**src/rtl/memory_stage_if.sv**
```systemverilog
// Bundle of X/M-latch inputs, data-memory port and M-stage outputs.
// The slave side is the memory stage itself; the master side is the
// surrounding pipeline plus the data memory.
interface memory_stage_if #(
  parameter int DATA_WIDTH = 32,
  parameter int ADDR_WIDTH = 12,
  parameter int CNT_WIDTH  = 16
);
  logic [31:0]           instr_xm;
  logic [DATA_WIDTH-1:0] in_dataO;
  logic [DATA_WIDTH-1:0] in_dataB;
  logic [DATA_WIDTH-1:0] q_dmem;
  logic [ADDR_WIDTH-1:0] address_dmem;
  logic [DATA_WIDTH-1:0] d_dmem;
  logic                  dmem_we;
  logic [DATA_WIDTH-1:0] out_dataO;
  logic [DATA_WIDTH-1:0] out_dataD;
  logic                  stall;
  logic                  addr_fault;
  logic [CNT_WIDTH-1:0]  stall_count;

  modport master (
    output instr_xm, in_dataO, in_dataB, q_dmem,
    input  address_dmem, d_dmem, dmem_we, out_dataO, out_dataD,
           stall, addr_fault, stall_count
  );

  modport slave (
    input  instr_xm, in_dataO, in_dataB, q_dmem,
    output address_dmem, d_dmem, dmem_we, out_dataO, out_dataD,
           stall, addr_fault, stall_count
  );
endinterface

```
**src/rtl/memory_stage_ctrl.sv**
```systemverilog
// Memory (M) stage controller: drives the data-memory port for lw/sw with
// WAIT_STATES extra cycles per access, stalling upstream latches until the
// access completes. Flags out-of-range addresses (sticky) and counts stall
// cycles with a saturating counter. WAIT_STATES=0 is the legacy
// single-cycle combinational stage.
module memory_stage_ctrl #(
  parameter int DATA_WIDTH  = 32,
  parameter int ADDR_WIDTH  = 12,
  parameter int WAIT_STATES = 1,
  parameter int CNT_WIDTH   = 16
) (
  input logic            clock,
  input logic            reset,
  memory_stage_if.slave  bus
);

  localparam logic [4:0] OP_LW = 5'b01000;
  localparam logic [4:0] OP_SW = 5'b00111;

  // Wait-state counter reload: the access cycle itself is cycle 0, so the
  // ACCESS state needs N-1 further stalled cycles before completion.
  localparam logic [3:0] WS_RELOAD = (WAIT_STATES == 0) ? 4'd0 : 4'(WAIT_STATES - 1);

  localparam logic [CNT_WIDTH-1:0] CNT_MAX = {CNT_WIDTH{1'b1}};
  localparam logic [CNT_WIDTH-1:0] CNT_ONE = {{(CNT_WIDTH-1){1'b0}}, 1'b1};

  typedef enum logic [0:0] {
    S_IDLE   = 1'b0,
    S_ACCESS = 1'b1
  } state_e;

  state_e                state_q, state_d;
  logic [3:0]            cnt_q, cnt_d;
  logic [ADDR_WIDTH-1:0] addr_q, addr_d;
  logic [DATA_WIDTH-1:0] data_q, data_d;
  logic                  op_sw_q, op_sw_d;
  logic                  op_lw_q, op_lw_d;
  logic                  fault_q;
  logic [CNT_WIDTH-1:0]  stall_cnt_q;

  logic [4:0]            opcode_s;
  logic                  is_lw_s;
  logic                  is_sw_s;
  logic                  is_mem_s;
  logic                  in_range_s;
  logic                  stall_s;
  logic                  we_s;
  logic                  fault_hit_s;
  logic [ADDR_WIDTH-1:0] addr_s;
  logic [DATA_WIDTH-1:0] wdata_s;
  logic [DATA_WIDTH-1:0] rdata_s;
  logic                  unused_instr_bits_s;

  assign opcode_s            = bus.instr_xm[31:27];
  assign unused_instr_bits_s = ^bus.instr_xm[26:0];
  assign is_lw_s             = (opcode_s == OP_LW);
  assign is_sw_s             = (opcode_s == OP_SW);
  assign is_mem_s            = is_lw_s | is_sw_s;
  assign in_range_s          = (bus.in_dataO[DATA_WIDTH-1:ADDR_WIDTH] == {(DATA_WIDTH-ADDR_WIDTH){1'b0}});

  // Next-state, latch-update and memory-port decode for the access FSM.
  always_comb begin
    state_d     = state_q;
    cnt_d       = cnt_q;
    addr_d      = addr_q;
    data_d      = data_q;
    op_sw_d     = op_sw_q;
    op_lw_d     = op_lw_q;
    stall_s     = 1'b0;
    we_s        = 1'b0;
    fault_hit_s = 1'b0;
    addr_s      = bus.in_dataO[ADDR_WIDTH-1:0];
    wdata_s     = bus.in_dataB;
    rdata_s     = {DATA_WIDTH{1'b0}};
    case (state_q)
      S_IDLE: begin
        if (is_mem_s && !in_range_s) begin
          // Out-of-range access retires at once without touching memory.
          fault_hit_s = 1'b1;
        end else if (is_mem_s && (WAIT_STATES == 0)) begin
          we_s    = is_sw_s;
          rdata_s = is_lw_s ? bus.q_dmem : {DATA_WIDTH{1'b0}};
        end else if (is_mem_s) begin
          // Access cycle 0: present the live address/data and capture them,
          // because upstream latches are frozen but not trusted afterwards.
          stall_s = 1'b1;
          addr_d  = bus.in_dataO[ADDR_WIDTH-1:0];
          data_d  = bus.in_dataB;
          op_sw_d = is_sw_s;
          op_lw_d = is_lw_s;
          cnt_d   = WS_RELOAD;
          state_d = S_ACCESS;
        end else begin
          state_d = S_IDLE;
        end
      end
      S_ACCESS: begin
        addr_s  = addr_q;
        wdata_s = data_q;
        if (cnt_q != 4'd0) begin
          stall_s = 1'b1;
          cnt_d   = cnt_q - 4'd1;
        end else begin
          // Completion cycle: the pipeline advances at this edge.
          we_s    = op_sw_q;
          rdata_s = op_lw_q ? bus.q_dmem : {DATA_WIDTH{1'b0}};
          state_d = S_IDLE;
        end
      end
      default: begin
        state_d = S_IDLE;
      end
    endcase
  end

  // Reset gates stall and write enable combinationally so an aborted
  // access can neither hold the pipeline nor write memory.
  assign bus.stall        = stall_s & ~reset;
  assign bus.dmem_we      = we_s & ~reset;
  assign bus.address_dmem = addr_s;
  assign bus.d_dmem       = wdata_s;
  assign bus.out_dataO    = bus.in_dataO;
  assign bus.out_dataD    = rdata_s;
  assign bus.addr_fault   = fault_q;
  assign bus.stall_count  = stall_cnt_q;

  // FSM state, wait counter and captured access registers.
  always_ff @(posedge clock) begin
    if (reset) begin
      state_q <= S_IDLE;
      cnt_q   <= 4'd0;
      addr_q  <= {ADDR_WIDTH{1'b0}};
      data_q  <= {DATA_WIDTH{1'b0}};
      op_sw_q <= 1'b0;
      op_lw_q <= 1'b0;
    end else begin
      state_q <= state_d;
      cnt_q   <= cnt_d;
      addr_q  <= addr_d;
      data_q  <= data_d;
      op_sw_q <= op_sw_d;
      op_lw_q <= op_lw_d;
    end
  end

  // Sticky out-of-range flag and saturating stall-cycle counter.
  always_ff @(posedge clock) begin
    if (reset) begin
      fault_q     <= 1'b0;
      stall_cnt_q <= {CNT_WIDTH{1'b0}};
    end else begin
      fault_q <= fault_q | fault_hit_s;
      if (stall_s && (stall_cnt_q != CNT_MAX)) begin
        stall_cnt_q <= stall_cnt_q + CNT_ONE;
      end else begin
        stall_cnt_q <= stall_cnt_q;
      end
    end
  end

endmodule
```
**src/flat_wrapper.sv**
```systemverilog
// flat-port wrapper written by rule: the top's interface ports become plain ports
module memory_stage_ctrl_flat 
#(
  parameter int DATA_WIDTH  = 32,
  parameter int ADDR_WIDTH  = 12,
  parameter int WAIT_STATES = 1,
  parameter int CNT_WIDTH   = 16
)
  (clock, reset, bus_instr_xm, bus_in_dataO, bus_in_dataB, bus_q_dmem, bus_address_dmem, bus_d_dmem, bus_dmem_we, bus_out_dataO, bus_out_dataD, bus_stall, bus_addr_fault, bus_stall_count);
  memory_stage_if #(.DATA_WIDTH(DATA_WIDTH), .ADDR_WIDTH(ADDR_WIDTH), .CNT_WIDTH(CNT_WIDTH)) bus_i ();
  input logic clock;
  input logic reset;
  input wire logic [$bits(bus_i.instr_xm)-1:0] bus_instr_xm;
  input wire logic [$bits(bus_i.in_dataO)-1:0] bus_in_dataO;
  input wire logic [$bits(bus_i.in_dataB)-1:0] bus_in_dataB;
  input wire logic [$bits(bus_i.q_dmem)-1:0] bus_q_dmem;
  output wire logic [$bits(bus_i.address_dmem)-1:0] bus_address_dmem;
  output wire logic [$bits(bus_i.d_dmem)-1:0] bus_d_dmem;
  output wire logic [$bits(bus_i.dmem_we)-1:0] bus_dmem_we;
  output wire logic [$bits(bus_i.out_dataO)-1:0] bus_out_dataO;
  output wire logic [$bits(bus_i.out_dataD)-1:0] bus_out_dataD;
  output wire logic [$bits(bus_i.stall)-1:0] bus_stall;
  output wire logic [$bits(bus_i.addr_fault)-1:0] bus_addr_fault;
  output wire logic [$bits(bus_i.stall_count)-1:0] bus_stall_count;
  assign bus_i.instr_xm = bus_instr_xm;
  assign bus_i.in_dataO = bus_in_dataO;
  assign bus_i.in_dataB = bus_in_dataB;
  assign bus_i.q_dmem = bus_q_dmem;
  assign bus_address_dmem = bus_i.address_dmem;
  assign bus_d_dmem = bus_i.d_dmem;
  assign bus_dmem_we = bus_i.dmem_we;
  assign bus_out_dataO = bus_i.out_dataO;
  assign bus_out_dataD = bus_i.out_dataD;
  assign bus_stall = bus_i.stall;
  assign bus_addr_fault = bus_i.addr_fault;
  assign bus_stall_count = bus_i.stall_count;
  memory_stage_ctrl #(.DATA_WIDTH(DATA_WIDTH), .ADDR_WIDTH(ADDR_WIDTH), .WAIT_STATES(WAIT_STATES), .CNT_WIDTH(CNT_WIDTH)) u_core (.clock(clock), .reset(reset), .bus(bus_i));
endmodule
```
**config.mk**
```make
export PLATFORM = sky130hd
export DESIGN_NAME = memory_stage_ctrl_flat
export DESIGN_NICKNAME = d
export VERILOG_FILES = /design/src/rtl/memory_stage_if.sv /design/src/rtl/memory_stage_ctrl.sv /design/src/flat_wrapper.sv
export SDC_FILE = /design/constraint.sdc
export NUM_CORES = 1
export LEC_CHECK = 0
export ABC_AREA = 1
export CAP_MARGIN = 20
export CORE_MARGIN = 5
export CORE_UTILIZATION = 50
export DETAILED_ROUTE_END_ITERATION = 7
export DONT_BUFFER_PORTS = 1
export GPL_ROUTABILITY_DRIVEN = 0
export SLEW_MARGIN = 20
export SYNTH_ARGS = -nofsm -noshare
export SYNTH_HDL_FRONTEND = slang
export SYNTH_SLANG_ARGS = --single-unit
```
**constraint.sdc**
```tcl
create_clock -name clock -period 1.8 [get_ports clock]
set_input_delay 0.09 -clock clock [delete_from_list [all_inputs] [get_ports clock]]
set_output_delay 0.09 -clock clock [all_outputs]
set_load 0.005 [all_outputs]
```
Word level (Yosys, flattened, before mapping)

Cells that the tools add are included.

Bits in registers: 68
Input bits: 130
Logic and storage cells: 47
Output and inout port bits: 127

Reduce and logical (&&, ||, !) cells: 7
Bitwise logic cells: 7
Equality and inequality tests: 6
Mux-type cells: 17
$add $sub $neg: 2

Operators by type and width:

| cell                    | number |
|---|---|
| $mux W32                | 4 |
| $logic_not A20 Y1       | 1 |
| $add A16 B1 Y16 const B | 1 |
| $ne A16 B16 Y1 const B  | 1 |
| $mux W12                | 1 |
| $mux W4                 | 3 |
| $pmux W4 S2             | 1 |
| $mux W1                 | 7 |
| $reduce_and A3 Y1       | 2 |
| $eq A5 B3 Y1 const B    | 1 |
| $eq A5 B4 Y1 const B    | 1 |
| $ne A2 B2 Y1 const B    | 2 |
| $reduce_bool A4 Y1      | 1 |
| $sub A4 B1 Y4 const B   | 1 |
| $not A1 Y1              | 3 |
| $and A1 B1 Y1           | 2 |
| $logic_and A1 B1 Y1     | 2 |
| $ne A2 B1 Y1 const B    | 1 |
| $or A1 B1 Y1            | 2 |
| $pmux W1 S2             | 1 |
| $logic_not A1 Y1        | 1 |

Depth between registers and ports, before layout

Gate-level depths: netlist (run 1).

Word-level depth: 6
Mapped depth: 11
Mapped depth without buffers: 9

Worst setup path after synthesis (run 1)

OpenSTA, ideal clock, no wires.

Kind: register -> register
From: reg u_core.stall_cnt_q[0], in the netlist u_core.bus.stall_count[0]
To: reg u_core.stall_cnt_q[3], in the netlist u_core.bus.stall_count[3]
Data required time: 1.664 ns
Arrival time: 1.441 ns
Slack: 0.223 ns
Library setup time: 0.136 ns
Stages on the path, launching flop included: 8
Clock period less this slack: 1.577 ns
Buffers on the path: 1
Cells stage by stage: dfxtp_1 -> ha_1 -> nand2_2 -> nor2_4 -> nand4_4 -> buf_2 -> nand4_1 -> a21oi_2

Word-level cells in the longest chain between the ends: 2
Elaborated cells between the ends (all ways): 3
Those cells by class: add/sub: 1; eq/ne: 1; reduce/logical: 1

RTL lines:

| element                                                                 | line                     | text |
|---|---|---|
| start: declaration                                                      | memory_stage_ctrl.sv:39  | `logic [CNT_WIDTH-1:0] stall_cnt_q;` |
| start signal: assignment                                                | memory_stage_ctrl.sv:150 | `stall_cnt_q <= {CNT_WIDTH{1'b0}};` |
| start signal: assignment                                                | memory_stage_ctrl.sv:154 | `stall_cnt_q <= stall_cnt_q + CNT_ONE;` |
| start signal: assignment                                                | memory_stage_ctrl.sv:156 | `stall_cnt_q <= stall_cnt_q;` |
| parallel branches: the longest is 2 deep, another holds $add A16 B1 Y16 | -                        |  |

Parallel ways; which one is timed is not known.
A chain may end at the register's enable or synchronous reset.

Final worst setup path (run 1)

From: reg u_core.stall_cnt_q[0], in the netlist u_core.bus.stall_count[0]
To: reg u_core.stall_cnt_q[15], in the netlist u_core.bus.stall_count[15]

Same word-level chain as after synthesis.

==> results.py, run 1 <==
metrics = {
    "status": {
        "status": "complete, no violations",
    },
    "clock_tree": {
        "numCtsBuffers": 9,
        "htree_levels": 3,
        "post_cts_buffers": 0,
        "clk_pin_slew_ps": 70,
        "clkLatencyLatePin_ps": 330,
        "clockBufferDepth": 2,
        "root_buffer": "clkbuf_8",
        "clock_sinks": 68,
        "cts_tree": "built",
    },
    "final_layout": {
        "fin_util_pct": 58.3,
        "diodes": 0,
        "final_cells": 790,
        "fillers": 812,
        "finalNetCount": 812,
        "layout-drive-gt1-share_pct": 10.2,
        "syn2layout_area_growth_pct": 15.5,
    },
    "routing": {
        "vias_per_cell": 5.30,
        "routedWlPerCell_um": 15.5,
        "drc": 0,
        "vias": 4187,
        "drtIter0Drc": 193,
        "ant_nets": 0,
        "drtPass1Iterations": 4,
        "routed_wirelength_mm": 12.2,
    },
    "floorplan": {
        "die_h_um": 100,
        "row_count": 33,
        "dieWidth_um": 100,
        "core_area_um2": 8090,
        "die-area_um2": 10100,
        "ios": 257,
        "start_util_pct": 50.5,
    },
    "grt": {
        "grt_pass1_wl_mm": 18.9,
        "grt_pass1_vias": 3938,
        "antenna_found_initial": 0,
        "grt_use_total_pct": 23.1,
        "grt_max_degree": 46,
        "overflow": 0,
    },
    "worst_hold_path": {
        "hp-start": "bus_instr_xm[30]",
        "hold_path.class": "in2reg",
    },
    "timing": {
        "whs_ps": 20.6,
        "finalHoldViolCount": 0,
        "finalSetupTns_ps": 0,
        "worst_pin_slew_ps": 1100,
        "rsz0062_at_grt": "no",
        "clock.fmax_mhz": 599,
        "skew_ps": 9.85,
        "maxSlewHeadroom_pct": 26.3,
        "setup_viol": 0,
        "slew_violations": 0,
        "final.period_utilization_pct": 92.8,
        "min_period_ps": 1670,
    },
    "pwr": {
        "swShare_pct": 22.0,
        "ir_worst_vdd_v": 0.000470,
        "p_per_area_nw_per_um2": 691,
        "leakagePower_nw": 2.00,
        "p_int_mw": 2.55,
        "pwr-share-clk_pct": 45.6,
        "comb_power_share_pct": 8.2,
        "power.switching_mw": 0.718,
        "p_seq_share_pct": 46.2,
    },
    "worst_setup_path": {
        "cp-start-kind": "flop",
        "startpoint": "u_core.bus.stall_count[0]$_SDFFE_PP0P_",
        "crit_required_ps": 2050,
        "timing_worst_setup_path_type": "reg2reg",
        "setup.worst_path.end_class": "flop",
        "rr_startpoint": "u_core.bus.stall_count[0]$_SDFFE_PP0P_",
        "crit_arrival_ps": 1920,
        "crit_fanout": 16,
    },
    "placement": {
        "port_buffers": 0,
        "dp.cells": 728,
        "place.detailed.hpwl_mm": 8.44,
    },
    "yosys": {
        "postSynthCellCount": 665,
        "yosysUniqueCellTypes": 26,
        "ys_warn_count": 0,
        "netlist_area_um2": 4090,
        "syn_nets": 797,
        "ys_seq_area_share_pct": 33.3,
        "syn_avg_cell_area_um2": 6.14,
        "ys_ff_latch": 68,
    },
    "job": {
        "cap_violations": 0,
    },
}
-- worst paths after layout --
check | slack, ps | to | cells after the start
max reg2reg | 130 | u_core.bus.stall_count[15]$_SDFFE_PP0P_ | 7
max | 130 | u_core.bus.stall_count[15]$_SDFFE_PP0P_ | 7
min | 20 | u_core.op_sw_q$_SDFFE_PP0P_ | 3
min reg2reg | 480 | u_core.data_q[19]$_SDFFE_PP0P_ | 2
-- cell usage in the layout, fill, tap and decap left out, drive strengths merged, types with 7 or more instances in the layout --
master / instances
o21ai: 48
nand2: 229
nand4: 17
dlygate4sd3: 46
nand3: 18
nor2: 156
clkbuf: 11
xor2: 7
inv: 21
dfxtp: 68
a21oi: 24
buf: 25
-- power by group through the flow --
stage	Clock [mW]	Sequential (mW)	Combinational (mW)
after detailed placement	0	1.54	0.172
after floorplan	0	1.54	0.203
after CTS	1.53	1.51	0.265
final	1.49	1.51	0.266
after global placement	0	1.54	0.170
after global routing	1.60	1.51	0.299
-- flip-flops by register name (all words and copies together), names as in the netlist --
register / count
u_core.op_sw_q: 1
u_core.bus.addr_fault: 1
u_core.cnt_q: 4
u_core.data_q: 32
u_core.state_q: 1
u_core.bus.stall_count: 16
u_core.op_lw_q: 1
u_core.addr_q: 12
-- worst max-delay path: stages (launching register included) --
cell and delay [ps]:
dfxtp_1 350, ha_2 240, nand2_2 90, nor2_4 180, nand4_4 200, nand3_4 270, nand2_1 100, a21oi_1 140
-- routing by layer --
metal	vias up	wire length (um)	part of all wire, %	GRT usage [%]
met5	-	0	0	0
met4	0	234	1.9	8.39
met3	23	989	8.1	5.14
met2	160	6000	49	39.1
met1	1922	5030	41	28.6
li1	2082	-	-	-
-- metrics by stage --
stage	instance area [um^2]	setup slack [ps]	total power [mW]
after detailed placement	4000	197	1.71
after global placement	4000	220	1.71
final	4720	129	3.26
after CTS	4700	29.9	3.31
after floorplan	4090	223	1.74
after global routing	4720	25.8	3.40
-- final cells by class --
| type | count | area (um^2) | area share, % |
|---|---|---|---|
| well taps | 105 | 131 | 2.78 |
| clock inverters | 5 | 100 | 2.12 |
| multi-input cells | 509 | 2260 | 47.8 |
| repair buffers | 71 | 661 | 14.0 |
| inverters | 21 | 78.8 | 1.67 |
| flip-flops and latches | 68 | 1360 | 28.9 |
| clock buffers | 11 | 131 | 2.78 |
-- cell usage after synthesis --
cell type,number,area [um^2]
buf_6,4,45.0
a21oi_1,13,65.1
nand4_1,16,100
inv_1,18,67.6
nand3_4,1,17.5
nor2_1,154,578
buf_2,5,25.0
nand2_2,3,18.8
buf_4,32,240
nand2_1,226,848
buf_1,2,7.51
dfxtp_1,68,1360
xor2_1,7,61.3
nand4_4,1,21.3
and2_1,1,6.26
nor3_2,1,10.0
inv_2,3,11.3
nor2_4,2,22.5
nand3_1,17,85.1
a21oi_2,11,96.3
o21ai_0,48,240
nor3_1,2,10.0
ha_1,2,25.0
xnor2_1,3,26.3
clkbuf_1,24,90.1
or2_2,1,6.26
-- kinds of logic after synthesis --
| kind of cell | after synthesis | share of synthesized area [%] |
|---|---|---|
| AOI/OAI and AO/OA | 72 | 9.83 |
| xor gates and xnor gates | 10 | 2.14 |
| adders and majority gates | 2 | 0.612 |
| DFF | 68 | 33.3 |
| buffers and inverters | 88 | 11.9 |
| and+or+nand+nor | 425 | 42.2 |
-- timing repair --
item	in CTS	in global routing
hold buffers	46	0
setup endpoints to repair	1	43
resized for setup	2	8
hold endpoints to repair	67	0
pin swaps	0	1
(Power assumes the default switching activity.)
==> run 2, diff against run 1 <==
--- a/config.mk
+++ b/config.mk
@@ -9,6 +9,7 @@
 export CAP_MARGIN = 20
 export CORE_MARGIN = 5
 export CORE_UTILIZATION = 50
+export CTS_BUF_LIST = sky130_fd_sc_hd__clkbuf_8
 export DETAILED_ROUTE_END_ITERATION = 7
 export DONT_BUFFER_PORTS = 1
 export GPL_ROUTABILITY_DRIVEN = 0
==> results.py, run 2 (synthesis results as in run 1) <==
metrics = {
    "final_layout": {
        "regMostFlops": "u_core.data_q",
        "diodes": 0,
        "finalNetCount": 812,
        "final_common_cell": "nand2_1",
        "layout-drive-gt1-share_pct": 10.2,
        "largest_reg_flops": 32,
        "layout_common_cells": "222 x nand2_1, 152 x nor2_1, 67 x dfxtp_1",
        "syn2layout_area_growth_pct": 15.5,
        "fin_util_pct": 58.3,
    },
    "floorplan": {
        "core_area_um2": 8090,
        "start_util_pct": 50.5,
        "row_count": 33,
        "die-area_um2": 10100,
        "dieWidth_um": 100,
        "ios": 257,
        "die_h_um": 100,
    },
    "timing": {
        "maxSlewHeadroom_pct": 28.6,
        "slew_violations": 0,
        "rsz0062_at_grt": "no",
        "finalHoldViolCount": 0,
        "clock.fmax_mhz": 602,
        "min_period_ps": 1660,
        "worst_pin_slew_ps": 1070,
        "setup_viol": 0,
        "final.period_utilization_pct": 92.3,
        "finalSetupTns_ps": 0,
        "skew_ps": 8.97,
    },
    "clock_tree": {
        "clkLatencyLatePin_ps": 330,
        "clockBufferDepth": 2,
        "cts_tree": "built",
        "clock_sinks": 68,
        "htree_levels": 3,
        "clk_pin_slew_ps": 70,
        "post_cts_buffers": 0,
        "root_buffer": "clkbuf_8",
        "numCtsBuffers": 9,
    },
    "worst_setup_path": {
        "crit_fanout": 16,
        "r2r_slack_ps": 140,
        "cp-start-kind": "flop",
        "setup.worst_path.end_class": "flop",
        "rr_startpoint": "u_core.bus.stall_count[0]$_SDFFE_PP0P_",
        "crit_arrival_ps": 1910,
        "path_cells": "ha_2 -> nand2_2 -> nor2_4 -> nand4_4 -> nand3_4 -> nand2_1 -> a21oi_1",
        "r2r_end": "u_core.bus.stall_count[15]$_SDFFE_PP0P_",
        "cp_slowest_cell": "dfxtp_1",
        "rr_worst_depth": 7,
        "crit_required_ps": 2050,
        "cpPeakStageDelay_ps": 350,
        "timing_worst_setup_path_type": "reg2reg",
    },
    "worst_hold_path": {
        "holdPathEnd": "u_core.op_sw_q$_SDFFE_PP0P_",
        "hold_path.class": "in2reg",
        "hp-start": "bus_instr_xm[30]",
        "hold_depth": 3,
    },
    "grt": {
        "overflow": 0,
        "grt_pass1_vias": 3938,
        "grt_max_degree": 46,
        "grt_use_total_pct": 23.1,
        "antenna_found_initial": 0,
        "grt_pass1_wl_mm": 18.9,
    },
    "routing": {
        "drc": 0,
        "drtPass1Iterations": 4,
        "routedWlPerCell_um": 15.5,
        "ant_nets": 0,
        "vias_per_cell": 5.28,
        "routed_wirelength_mm": 12.3,
        "vias": 4169,
        "drtIter0Drc": 201,
    },
    "pwr": {
        "ir_worst_vdd_v": 0.000470,
        "power_mw": 3.25,
        "leakagePower_nw": 2.01,
        "p_per_area_nw_per_um2": 689,
    },
    "placement": {
        "place.detailed.hpwl_mm": 8.44,
        "port_buffers": 0,
    },
    "status": {
        "status": "complete, no violations",
    },
    "job": {
        "cap_violations": 0,
    },
}
==> run 2: cell types whose count changed in the layout (fill, tap and decap cells not counted) <==
cell,delta
clkbuf_1,-2
inv_1,+2
==> run 2: final cells by class <==
| cell class | count | area (um^2) |
|---|---|---|
| timing repair buffer | 71 | 661 |
| multi-input combinational | 509 | 2260 |
| clock inverter | 7 | 108 |
| fill | 812 | 3370 |
| sequential | 68 | 1360 |
| tap | 105 | 131 |
| inverter | 21 | 78.8 |
| clock buffer | 9 | 124 |
==> run 2: metal layers <==
layer	global-route usage (%)	vias to the layer above	wire length, um
li1	-	2082	-
met3	5.14	23	964
met5	0	-	0
met2	39.1	150	6000
met1	28.6	1914	5060
met4	8.39	0	234
==> run 2: per-stage QoR <==
stage               cells  hold slack, ps  area [um^2]  setup slack [ps]
floorplan             665             159         4090               223
global placement      728             155         4000               220
detailed placement    728             156         4000               197
CTS                   790            8.63         4700              29.4
global route          790            44.2         4720              25.3
finish                790            20.3         4720               139
==> run 2: worst max-delay path by stage <==
stage,end,cells past startpoint,startpoint,slack (ps)
floorplan,u_core.bus.stall_count[3]$_SDFFE_PP0P_,7,u_core.bus.stall_count[0]$_SDFFE_PP0P_,220
global placement,u_core.bus.stall_count[15]$_SDFFE_PP0P_,7,u_core.bus.stall_count[0]$_SDFFE_PP0P_,220
detailed placement,u_core.bus.stall_count[0]$_SDFFE_PP0P_,7,u_core.bus.stall_count[0]$_SDFFE_PP0P_,200
CTS,bus_stall,7,u_core.cnt_q[0]$_SDFFE_PP0P_,30
global route,bus_stall,7,u_core.cnt_q[0]$_SDFFE_PP0P_,30
finish,u_core.bus.stall_count[15]$_SDFFE_PP0P_,7,u_core.bus.stall_count[0]$_SDFFE_PP0P_,140
==> run 2: worst max-delay path: cells and delay by family (launching register included) <==
| kind | cells | cell delay [ps] |
|---|---|---|
| and+or+nand+nor | 5 | 840 |
| DFF | 1 | 350 |
| adders and majority gates | 1 | 240 |
| AOI/OAI and AO/OA | 1 | 140 |
==> run 2: where the power goes <==
part           leakage [nW]  switching (mW)  internal [mW]
Sequential            0.548         0.00287           1.50
Clock                 0.126           0.573          0.906
Combinational          1.34           0.142          0.123
Total                  2.01           0.718           2.53
==> run 2: repair_timing <==
item	in CTS	in global routing
hold buffers	46	0
endpoints found under the hold margin	67	0
gates resized for setup	2	8
pin swaps	0	1
endpoints found under the setup margin	1	43
==> run 3, diff against run 2 <==
--- a/config.mk
+++ b/config.mk
@@ -5,14 +5,16 @@
 export SDC_FILE = /design/constraint.sdc
 export NUM_CORES = 1
 export LEC_CHECK = 0
-export ABC_AREA = 1
 export CAP_MARGIN = 20
+export CELL_PAD_IN_SITES_DETAIL_PLACEMENT = 0
+export CELL_PAD_IN_SITES_GLOBAL_PLACEMENT = 2
 export CORE_MARGIN = 5
-export CORE_UTILIZATION = 50
+export CORE_UTILIZATION = 34
 export CTS_BUF_LIST = sky130_fd_sc_hd__clkbuf_8
 export DETAILED_ROUTE_END_ITERATION = 7
 export DONT_BUFFER_PORTS = 1
 export GPL_ROUTABILITY_DRIVEN = 0
+export PLACE_DENSITY = 0.84
 export SLEW_MARGIN = 20
 export SYNTH_ARGS = -nofsm -noshare
 export SYNTH_HDL_FRONTEND = slang
==> results.py, run 3 <==
metrics = {
    "status": {
        "status": "finished, violations left",
        "violations": "hold timing, setup timing",
    },
    "timing": {
        "min_period_ps": 1830,
        "whs_ps": -13.1,
        "rsz0062_at_grt": "yes",
        "clock.fmax_mhz": 545,
        "final.period_utilization_pct": 102,
        "maxSlewHeadroom_pct": 55.2,
        "finalSetupTns_ps": -34.7,
        "worst_pin_slew_ps": 668,
        "setup_viol": 2,
        "finalHoldViolCount": 1,
        "skew_ps": 10.3,
        "slew_violations": 0,
        "setup_ws_ps": -33.5,
    },
    "grt": {
        "grt_max_degree": 72,
        "grt_pass1_wl_mm": 16.1,
        "grt_pass1_vias": 3200,
        "antenna_found_initial": 1,
        "overflow": 0,
        "grt_use_total_pct": 15.2,
    },
    "pwr": {
        "power_mw": 3.14,
        "swShare_pct": 22.2,
        "p_int_mw": 2.45,
        "ir_worst_vdd_v": 0.000479,
        "p_per_area_nw_per_um2": 627,
        "comb_power_share_pct": 6.5,
        "leakagePower_nw": 1.75,
        "power.switching_mw": 0.698,
        "p_seq_share_pct": 47.8,
        "pwr-share-clk_pct": 45.6,
    },
    "worst_setup_path": {
        "critPathTopFamily": "simple AND/OR/NAND/NOR gates",
        "r2r_slack_ps": -30,
        "setup.worst_path.end_class": "flop",
        "r2r_end": "u_core.bus.stall_count[4]$_SDFFE_PP0P_",
        "timing_worst_setup_path_type": "reg2reg",
        "cpPeakStageDelay_ps": 510,
        "crit_arrival_ps": 2100,
        "rr_startpoint": "u_core.cnt_q[1]$_SDFFE_PP0P_",
        "path_cells": "inv_2 -> ha_4 -> nor3b_4 -> nand2b_4 -> o31a_4 -> buf_12 -> or4_1 -> a21oi_1",
        "cp_num_buf_inv": 2,
        "rr_worst_depth": 8,
        "startpoint": "u_core.cnt_q[1]$_SDFFE_PP0P_",
        "cp_slowest_cell": "or4_1",
        "crit_fanout": 6,
        "cp-start-kind": "flop",
        "crit_required_ps": 2070,
    },
    "yosys": {
        "postSynthCellCount": 468,
        "synth-edff-count": 0,
        "ys_warn_count": 0,
        "synth_top_area_cell": "dfxtp_1",
        "synthArstFlopShare_pct": 0,
        "syn_nets": 600,
        "synth_ff_type": "dfxtp_1",
        "ys_seq_area_share_pct": 35.6,
        "yosysUniqueCellTypes": 42,
        "syn_avg_cell_area_um2": 8.17,
        "netlist_area_um2": 3820,
        "synth_top_area_share_pct": 35.6,
        "ys_ff_latch": 68,
        "yosysMostFrequentCell": "nand2_1",
        "synth_common_cells": "99 x nand2_1, 68 x dfxtp_1, 58 x a21oi_1, 47 x mux2_2",
        "synthTopCellsByArea": "dfxtp_1 36%, mux2_2 14%, nand2_1 9.7%, a21oi_1 7.6%, buf_4 6.3%",
    },
    "job": {
        "cap_violations": 0,
    },
    "worst_hold_path": {
        "hold_depth": 3,
        "hp-start": "reset",
        "holdPathEnd": "u_core.bus.stall_count[0]$_SDFFE_PP0P_",
        "hold_path.class": "in2reg",
    },
    "clock_tree": {
        "htree_levels": 3,
        "root_buffer": "clkbuf_8",
        "cts_tree": "built",
        "numCtsBuffers": 9,
        "clock_sinks": 68,
        "clk_pin_slew_ps": 70,
        "clockBufferDepth": 2,
        "clkLatencyLatePin_ps": 350,
    },
    "floorplan": {
        "start_util_pct": 35.0,
        "dieWidth_um": 116,
        "ios": 257,
        "die-area_um2": 13500,
        "die_h_um": 116,
        "row_count": 38,
        "core_area_um2": 10900,
    },
    "final_layout": {
        "finalNetCount": 641,
        "regMostFlops": "u_core.data_q",
        "largest_reg_flops": 32,
        "layout-drive-gt1-share_pct": 27.2,
        "syn2layout_area_growth_pct": 31.2,
        "layout_common_cells": "99 x nand2_1, 59 x dfxtp_1, 56 x a21oi_1",
        "fin_area_um2": 5020,
        "final_common_cell": "nand2_1",
    },
    "placement": {
        "placed_area_um2": 3950,
        "place.detailed.hpwl_mm": 7.86,
        "port_buffers": 0,
    },
    "routing": {
        "drtIter0Drc": 129,
        "dr.max_layer_used": "met4",
        "routedWlPerCell_um": 18.3,
        "drtPass1Iterations": 4,
        "vias_per_cell": 5.35,
        "drc": 0,
        "wl_met2_mm": 6.33,
        "vias": 3517,
        "routed_wirelength_mm": 12.0,
        "ant_nets": 0,
        "wl_met3_mm": 1.01,
        "wl_met1_mm": 4.48,
    },
}
## run 3: kinds of logic (layout without fill, tap and decap cells)
logic type	count (synthesis)	count (layout)	share of synthesized area [%]
adder cells (fa/ha/maj)	2	2	0.654
buffers and inverters	68	114	10.1
multiplexers	48	48	14.1
AO/OA/AOI/OAI	77	77	11.3
AND/OR/NAND/NOR	203	203	27.8
other	0	3	0
flip-flops	68	68	35.6
XOR/XNOR	2	2	0.458
## run 3: worst max path at each step
stage                                              end  depth (start not counted)  slack, ps
3_5_place_dp   u_core.bus.stall_count[12]$_SDFFE_PP0P_                          6       -170
2_1_floorplan  u_core.bus.stall_count[11]$_SDFFE_PP0P_                          8        -50
6_report        u_core.bus.stall_count[4]$_SDFFE_PP0P_                          8        -30
3_3_place_gp   u_core.bus.stall_count[12]$_SDFFE_PP0P_                          6        -90
5_1_grt                              bus_out_dataD[24]                          7        -90
4_1_cts         u_core.bus.stall_count[4]$_SDFFE_PP0P_                          8        -30
## run 3: power by group through the flow
stage | Sequential, mW | Clock, mW | Combinational (mW)
after floorplan | 1.54 | 0 | 0.150
after global placement | 1.54 | 0 | 0.0886
after detailed placement | 1.54 | 0 | 0.0869
after CTS | 1.50 | 1.49 | 0.0974
after global routing | 1.50 | 1.55 | 0.221
final | 1.50 | 1.43 | 0.206
## run 3: tightest hold or removal path, stage by stage
cell and delay (ps):
inv_1 70, nand2_1 80, o21ai_1 50
## run 3: per-layer routing
metal,vias up,track usage [%]
li1,1670,-
met1,1638,16.8
met2,190,26.4
met3,19,4.80
met4,0,7.50
met5,-,0
## run 3: repair_timing
item | CTS | global route
gates resized for setup | 20 | 29
gates cloned | 2 | 0
pin swaps | 9 | 9
buffers inserted | 1 | 3
hold endpoints to repair | 67 | 62
hold buffers | 9 | 45
setup endpoints to repair | 87 | 44
## run 3: cell type report
cell class | count | area (um^2)
Clock buffer | 10 | 138
Antenna cell | 3 | 7.51
Sequential cell | 68 | 1370
Multi-Input combinational cell | 332 | 2260
Fill cell | 1033 | 5920
Timing Repair Buffer | 91 | 950
Clock inverter | 6 | 87.6
Tap cell | 140 | 175
Inverter | 7 | 26.3
## run 3: stage by stage
stage	hold slack [ps]	setup WS (ps)	util (%)	instances
2_1_floorplan	230	-52.3	-	468
3_3_place_gp	164	-93.4	36.1	578
3_5_place_dp	166	-165	36.1	578
4_1_cts	-212	-30.7	40.3	606
5_1_grt	21.0	-93.4	45.8	655
6_report	-13.1	-33.5	45.9	657
